--- src/rtl/usrt_pkg.sv ---
// Shared USRT constants: byte width, default receive FIFO depth and count-width helper.
// Imported by the serializer, deserializer, data registers and receive FIFO.
package usrt_pkg;

    localparam int USRT_BYTE_W     = 8;
    localparam int USRT_FIFO_DEPTH = 8;

    // A count must reach DEPTH itself, hence one bit more than the pointer.
    function automatic int usrtCountWidth(input int depth);
        return $clog2(depth) + 1;
    endfunction

endpackage

--- src/rtl/usrt_fifo_mem.sv ---
// DEPTH x byte register array for the USRT receive FIFO.
// Synchronous write port, combinational addressed read mux.
module usrt_fifo_mem
    import usrt_pkg::*;
#(
    parameter int DEPTH = USRT_FIFO_DEPTH,
    parameter int AW    = $clog2(DEPTH)
) (
    input  logic                   pClk,
    input  logic                   wrEn,
    input  logic [AW-1:0]          wrAddr,
    input  logic [USRT_BYTE_W-1:0] wrData,
    input  logic [AW-1:0]          rdAddr,
    output logic [USRT_BYTE_W-1:0] rdData
);

    logic [USRT_BYTE_W-1:0] memArray [DEPTH];

    // Storage is deliberately not reset; validity is tracked by the count.
    always_ff @(posedge pClk) begin
        if (wrEn) begin
            memArray[wrAddr] <= wrData;
        end
    end

    assign rdData = memArray[rdAddr];

endmodule

--- src/rtl/usrt_rx_fifo.sv ---
// USRT receive FIFO between the deserializer and the AMBA-side data register.
// Build option: define USRT_RX_FIFO_OVR_EN to enable the sticky overrun flag.
module usrt_rx_fifo
    import usrt_pkg::*;
#(
    parameter int DEPTH = USRT_FIFO_DEPTH,
    parameter int CW    = usrtCountWidth(DEPTH)
) (
    input  logic                   pClk,
    input  logic                   pReset,
    input  logic                   uRst,
    input  logic                   wr_valid,
    input  logic [USRT_BYTE_W-1:0] wr_data,
    input  logic                   rd_en,
    output logic [USRT_BYTE_W-1:0] rd_data,
    output logic                   rd_valid,
    output logic                   empty,
    output logic                   full,
    output logic [CW-1:0]          count,
    output logic                   overrun,
    input  logic                   ovr_clr
);

    localparam int PW = $clog2(DEPTH);

    // Handshake: a push is a one-cycle wr_valid pulse with no backpressure;
    // it is taken when not full or when a pop is taken in the same cycle,
    // otherwise the byte is dropped. A pop is rd_en while not empty, and its
    // byte appears on rd_data with a one-cycle rd_valid pulse on the next cycle.

    logic [PW-1:0]          wrPtr;
    logic [PW-1:0]          rdPtr;
    logic [CW-1:0]          cnt;
    logic [USRT_BYTE_W-1:0] memRdData;
    logic [USRT_BYTE_W-1:0] rdDataQ;
    logic                   rdValidQ;
    logic                   popAcc;
    logic                   pushAcc;
    logic                   memWrEn;

    assign empty = (cnt == '0);
    assign full  = (cnt == CW'(DEPTH));

    // A flush cycle ignores both sides of the FIFO.
    assign popAcc  = rd_en && !empty && !uRst;
    assign pushAcc = wr_valid && (!full || popAcc) && !uRst;
    assign memWrEn = pushAcc && !pReset;

    usrt_fifo_mem #(
        .DEPTH (DEPTH),
        .AW    (PW)
    ) uMem (
        .pClk   (pClk),
        .wrEn   (memWrEn),
        .wrAddr (wrPtr),
        .wrData (wr_data),
        .rdAddr (rdPtr),
        .rdData (memRdData)
    );

    always_ff @(posedge pClk) begin
        if (pReset) begin
            wrPtr    <= '0;
            rdPtr    <= '0;
            cnt      <= '0;
            rdDataQ  <= '0;
            rdValidQ <= 1'b0;
        end else if (uRst) begin
            wrPtr    <= '0;
            rdPtr    <= '0;
            cnt      <= '0;
            rdValidQ <= 1'b0;
        end else begin
            rdValidQ <= popAcc;
            if (pushAcc) begin
                wrPtr <= wrPtr + 1'b1;
            end
            // When full, a simultaneous push hits rdPtr; the read mux still
            // returns the old byte because the array updates after this edge.
            if (popAcc) begin
                rdPtr   <= rdPtr + 1'b1;
                rdDataQ <= memRdData;
            end
            case ({pushAcc, popAcc})
                2'b10:   cnt <= cnt + 1'b1;
                2'b01:   cnt <= cnt - 1'b1;
                default: cnt <= cnt;
            endcase
        end
    end

    assign rd_data  = rdDataQ;
    assign rd_valid = rdValidQ;
    assign count    = cnt;

`ifdef USRT_RX_FIFO_OVR_EN
    logic dropEvt;
    logic ovrQ;

    assign dropEvt = wr_valid && full && !popAcc && !uRst;

    // Set wins over clear; a flush cycle leaves the flag alone.
    always_ff @(posedge pClk) begin
        if (pReset) begin
            ovrQ <= 1'b0;
        end else if (!uRst) begin
            if (dropEvt) begin
                ovrQ <= 1'b1;
            end else if (ovr_clr) begin
                ovrQ <= 1'b0;
            end
        end
    end

    assign overrun = ovrQ;
`else
    assign overrun = ovr_clr & 1'b0;
`endif

endmodule
--- config.mk ---
export PLATFORM = sky130hd
export DESIGN_NAME = usrt_rx_fifo
export DESIGN_NICKNAME = d
export VERILOG_FILES = /design/src/rtl/usrt_pkg.sv /design/src/rtl/usrt_fifo_mem.sv /design/src/rtl/usrt_rx_fifo.sv
export SDC_FILE = /design/constraint.sdc
export NUM_CORES = 1
export LEC_CHECK = 0
export CAP_MARGIN = 0
export CORE_MARGIN = 5
export CORE_UTILIZATION = 30
export DETAILED_ROUTE_END_ITERATION = 12
export GPL_ROUTABILITY_DRIVEN = 0
export MAX_ROUTING_LAYER = met4
export SLEW_MARGIN = 40
export SYNTH_ARGS = -nofsm -noshare
export SYNTH_HDL_FRONTEND = slang
export SYNTH_HIERARCHICAL = 1
export SYNTH_SLANG_ARGS = --single-unit
--- constraint.sdc ---
create_clock -name pClk -period 2.8 [get_ports pClk]
set_input_delay 0.56 -clock pClk [delete_from_list [all_inputs] [get_ports pClk]]
set_output_delay 0.56 -clock pClk [all_outputs]
set_load 0.03 [all_outputs]
# Yosys cells after proc, flatten, opt, wreduce, memory -nomap -nowiden
# Memory sizes are Yosys's and may differ from the RTL's. A register that Yosys moved wholly into a read port is not among the register bits.
# Index checks and enable logic that the tools add are counted.
[totals]
register_bits = 11
ramBits = 64
input_bits = 14
out_inout_bits = 16
elab_cells = 30
n_memories = 1
[classes]
n_addsub = 4
n_eq_ne = 3
n_mux = 3
bitwise = 1
n_reduce_logical = 14
[mem_list]
columns = ["memory", "depth", "width", "rd", "rd_clocked_by_memory_dff", "write_ports", "line", "rtl"]
rows = [
  ["uMem.memArray", 8, 8, 1, 1, 1, "usrt_fifo_mem.sv:17", "logic [USRT_BYTE_W-1:0] memArray [DEPTH];"],
]
[op_table]
columns = ["op", "n"]
rows = [
  ["4-bit one-hot mux with 2 select lines", 1],
  ["3-bit by 1-bit adder with 3-bit output, second input constant", 2],
  ["1-bit logical AND", 5],
  ["4-bit by 1-bit adder with 4-bit output, second input constant", 1],
  ["4-bit == test, second input constant", 1],
  ["1-bit zero test", 4],
  ["4-bit zero test", 1],
  ["4-bit by 1-bit subtractor with 4-bit output, second input constant", 1],
  ["2-bit by 1-bit == test with 1-bit output, second input constant", 1],
  ["2-bit == test, second input constant", 1],
  ["1-bit two-way mux", 2],
  ["2-bit AND reduction", 1],
  ["2-bit nonzero test", 1],
  ["2-bit OR reduction", 1],
  ["1-bit logical OR", 1],
  ["1-bit NOT", 1],
]

# Logic depth before layout (Yosys ltp)
[logic_depth]
word_depth = 10
depth_mapped = 11
depth_no_buf = 10

# By module
# The synthesis kept the hierarchy.
[modules_own_cells]
columns = ["module", "n_inst", "cells_each", "area_each_um2", "seq_area_each_um2"]
rows = [
  ["usrt_fifo_mem", 1, 106, 2531.2, 1921.8],
  ["usrt_rx_fifo", 1, 103, 900.9, 380.4],
]

# Least setup slack after synthesis
# No wires, ideal clock.
[synth_timing]
kind = "register -> register"
from = "reg cnt[0] (netlist: count[0])"
to = "reg cnt[3] (netlist: count[3])"
arrival_time_ps = 2391
required_ps = 2673
slack_ps = 282
stages_incl_launch_ff = 11
path_buffers = 1
period_less_slack_ps = 2518
cell_sequence = "dfxtp_1 > o41ai_4 > or2_1 > buf_6 > inv_2 > ha_1 > ha_1 > nand3_1 > and4b_1 > o21ai_0 > o31ai_1"
[synth_via]
elab_chain_len = 9
elab_cells_between_ends = 15
classes_between = "add/sub (2); eq/ne (3); mux (1); reduce/logical (9)"
[synth_lines]
columns = ["item", "line", "rtl"]
rows = [
  ["start: declaration", "usrt_rx_fifo.sv:33", "logic [CW-1:0] cnt;"],
  ["start signal: assignment", "usrt_rx_fifo.sv:85", "2'b10: cnt <= cnt + 1'b1;"],
  ["start signal: assignment", "usrt_rx_fifo.sv:86", "2'b01: cnt <= cnt - 1'b1;"],
  ["start signal: assignment", "usrt_rx_fifo.sv:87", "default: cnt <= cnt;"],
  ["4-bit zero test *", "usrt_rx_fifo.sv:41", "assign empty = (cnt == '0);"],
  ["1-bit zero test *", "usrt_rx_fifo.sv:45", "assign popAcc = rd_en && !empty && !uRst;"],
  ["1-bit logical AND * (2 in a row)", "usrt_rx_fifo.sv:45", ""],
  ["via popAcc", "usrt_rx_fifo.sv:37", "logic popAcc;"],
  ["1-bit logical OR", "usrt_rx_fifo.sv:46", "assign pushAcc = wr_valid && (!full || popAcc) && !uRst;"],
  ["1-bit logical AND (2 in a row)", "usrt_rx_fifo.sv:46", ""],
  ["2-bit by 1-bit == test with 1-bit output / 2-bit == test (equally long branches)", "usrt_rx_fifo.sv:84", "case ({pushAcc, popAcc})"],
  ["4-bit one-hot mux with 2 select lines / 2-bit nonzero test (equally long branches)", "n/a", ""],
]
# The timed path passes the listed nets; every way through them passes the cells marked *.
# A chain may end at the register's enable or synchronous reset.

# Worst setup path in the final report
[layout_timing]
from = "reg cnt[0] (netlist: count[0])"
to = "out full"
[layout_via]
elab_chain_len = 1
[layout_lines]
columns = ["item", "line", "rtl"]
rows = [
  ["4-bit == test", "usrt_rx_fifo.sv:42", "assign full = (cnt == CW'(DEPTH));"],
  ["end: declaration", "usrt_rx_fifo.sv:18", "output logic full,"],
]
# No other way between the ends.

==> metrics.md <==
| Metric | Value |
|---|---|
| Final slew viol count | 0 |
| Remaining DRCs | 0 |
| Status | complete, no violations |
| CTS root buffer | clkbuf_16 |
| CTS clk-pin slew, worst paths | around 0.06 ns |
| Critical path fanouts, max | 7 |
| Post-CTS Hold Fix Bufs | 0 |
| Fraction of registers with async set/reset | 0% |
| H-tree depth | 3 |
| Final WL | around 6.3 mm |
| Initial antenna violation count | 0 |
| Syn_area_per_cell | roughly 16 µm² |
| Post-synth top area share | 56.0% |
| Post-layout min period | ~2.6 ns |
| Switching part of the total power | 19.6% |
| Fmax | 0.378 GHz |
| Maximum VDD drop | 0.267 mV |
| Max-cap violations | 0 |
| Total chip power | 2.69 mW |
| Final hold vios | 0 |
| Post-synth top area cell | edfxtp_1 |
| Mapped Nets | 229 |
| Arrival @ worst endpoint | 2.09 ns |
| Initial DRC Count | 111 |
| Clock skew | ~0.0070 ns |
| First-pass GRT wire length | 10.1 mm |
| Int Power | 2.16 mW |
| Seq pwr share | 49.8% |
| IO Pins | 30 |
| Syn Std Cell Area | 3430 µm² |
| Total gr overflow | 0 |
| Layout cell share with drive strength beyond 1 | a little under a fifth |
| RSZ-0062 raised after global routing | false |
| #FFs+latches synth | 83 |
| Total GRT Usage | between 10% and 20% |
| Num CTS Buffers | 9 |
| Post-CTS setup repair buffer count | 0 |
| Chip height | approximately 120 µm |
| Pwr/cell area | 630 nW/µm² |
| Number of global-route vias before repair | 1846 |
| Post-DRT Antenna Nets | 0 |
| Placement row count | 39 |
| EDFF count, synth | 64 |
| Final period util | 94.6% |
| Wire per inst | 15.6 µm |
| Core box area | 11300 µm² |
| Reg-to-reg startpoint | count[0] |
| Static leakage | 1.43 nW |
| First-pass DRT Iterations | 4 |
| Synth warnings | 6 |
| Top_reg_cell synth | edfxtp_1 |
| Crit. End Element | output pin |
| Synth area leaders | edfxtp_1, mux4_1, dfxtp_1 |
| CP Launch Point | count[0] |
| Clock share of power | 46.7% |
| Fillers | 1069 |
| Count of cell types in the netlist | 36 |
| Dpl hpwl | 4.13 mm |
| Worst-skew pair later-pin latency | 0.33 ns |
| CTS tree | yes |
| Most frequent cells in the layout | edfxtp_1, clkdlybuf4s50_1, nor2_1, nand2_1 |
| Mapped Cells | ~210 |
| Final setup viols | 0 |
| Net load switching power | 528 µW |
| IO Port Bufs | 27 |
| Leading cell type in the layout, fill and taps excluded | edfxtp_1 |
| Vias/cell | 4.56 |
| Worst EP required | 2.24 ns |
| Logic pwr share | 3.5% |
| N_diodes | 0 |
| Nets | 275 |
| Worst Hold Class | reg -> reg |
| Gates resized, CTS repair | 0 |
| Startpoint Class | flop |
| Clk buf depth | 2 |
| Largest net degree at the start of global routing | 19 |
| Worst setup path class | reg -> out |
| Starting Density | 30.3% |
| Final core occ | 37.6% |
| Total number of vias | 1836 |
| Die width | 117 µm |
| Area added between synthesis and finish | 24.2% |
| Full die area | about 14000 µm² |
| Hold wc startpoint | rd_data[4] |
| Sequential area share after synthesis | between 60% and 70% |
| Clock sinks | 83 |
-- routing by layer --
metal	track usage [%]	vias up	part of all wire, %
li1	-	889	-
met1	12.6	904	45
met2	16.5	36	49
met3	2.06	7	4.1
met4	6.19	0	1.8
met5	-	-	0
-- sequential cells by signal, indices dropped and copies added (netlist names) --
| signal | count |
|---|---|
| wrPtr | 3 |
| rd_valid | 1 |
| rd_data | 8 |
| rdPtr | 3 |
| count | 4 |
| uMem/memArray | 64 |
-- final timing paths --
| check | end | slack [ns] | depth (start not counted) |
|---|---|---|---|
| max | full | 0.15 | 3 |
| min | rd_data[4] | 0.45 | 2 |
| max reg2reg | count[3] | 0.36 | 9 |
| min reg2reg | rd_data[4] | 0.45 | 2 |
-- cells in the mapped netlist, types with 2 or more instances --
master / count
edfxtp_1: 64
nor2_1: 21
nand2_1: 20
dfxtp_1: 19
mux4_1: 15
a21oi_1: 11
mux2_2: 8
ha_1: 5
inv_1: 5
xor2_1: 5
clkbuf_1: 3
nand2b_1: 3
buf_1: 2
buf_6: 2
nand3_1: 2
nor3_1: 2
o21ai_0: 2
or2_2: 2
-- kinds of logic after synthesis --
family	count (synthesis)	share of synthesized area [%]
flops	83	67.1
simple gates	54	7.04
fa+ha+maj	6	2.41
compound gates	18	3.97
other cells	1	0.109
mux	25	15.1
xor+xnor	6	1.53
buf+inv	16	2.81
-- final cells by class --
class                   count  area (µm²)  area share (%)
clock buffers              10         229            5.37
repair buffers             45         405            9.51
well taps                 143         179            4.20
clock inverters             6        88.8            2.08
inverters                   6        22.5           0.528
flip-flops and latches     83        2300            54.1
multi-input cells         110        1030            24.3
-- worst max-delay path: stages, from the launching register on --
cell,delay (ns)
dfxtp_1,0.40
or4b_4,0.61
inv_1,0.08
clkdlybuf4s50_1,0.66
-- power by group through the flow --
stage	sequential, mW	clock [mW]	combinational (mW)
finish	1.34	1.25	0.0934
floorplan	1.37	0	0.0420
global route	1.34	1.34	0.102
global placement	1.36	0	0.0922
detailed placement	1.37	0	0.0949
CTS	1.34	1.28	0.0953
-- per-stage QoR --
step	setup WS, ns	area (µm²)	cells	TNS [ns]	hold WS (ns)
after floorplan	0.282	3430	209	0	0.483
after global placement	0.00731	3940	387	0	0.445
after detailed placement	-0.0000826	3940	387	-0.0000826	0.448
after CTS	0.133	4260	403	0	0.457
after global routing	0.0635	4260	403	0	0.475
final	0.152	4260	403	0	0.453
No activity file was read; power rests on OpenSTA's default activity.
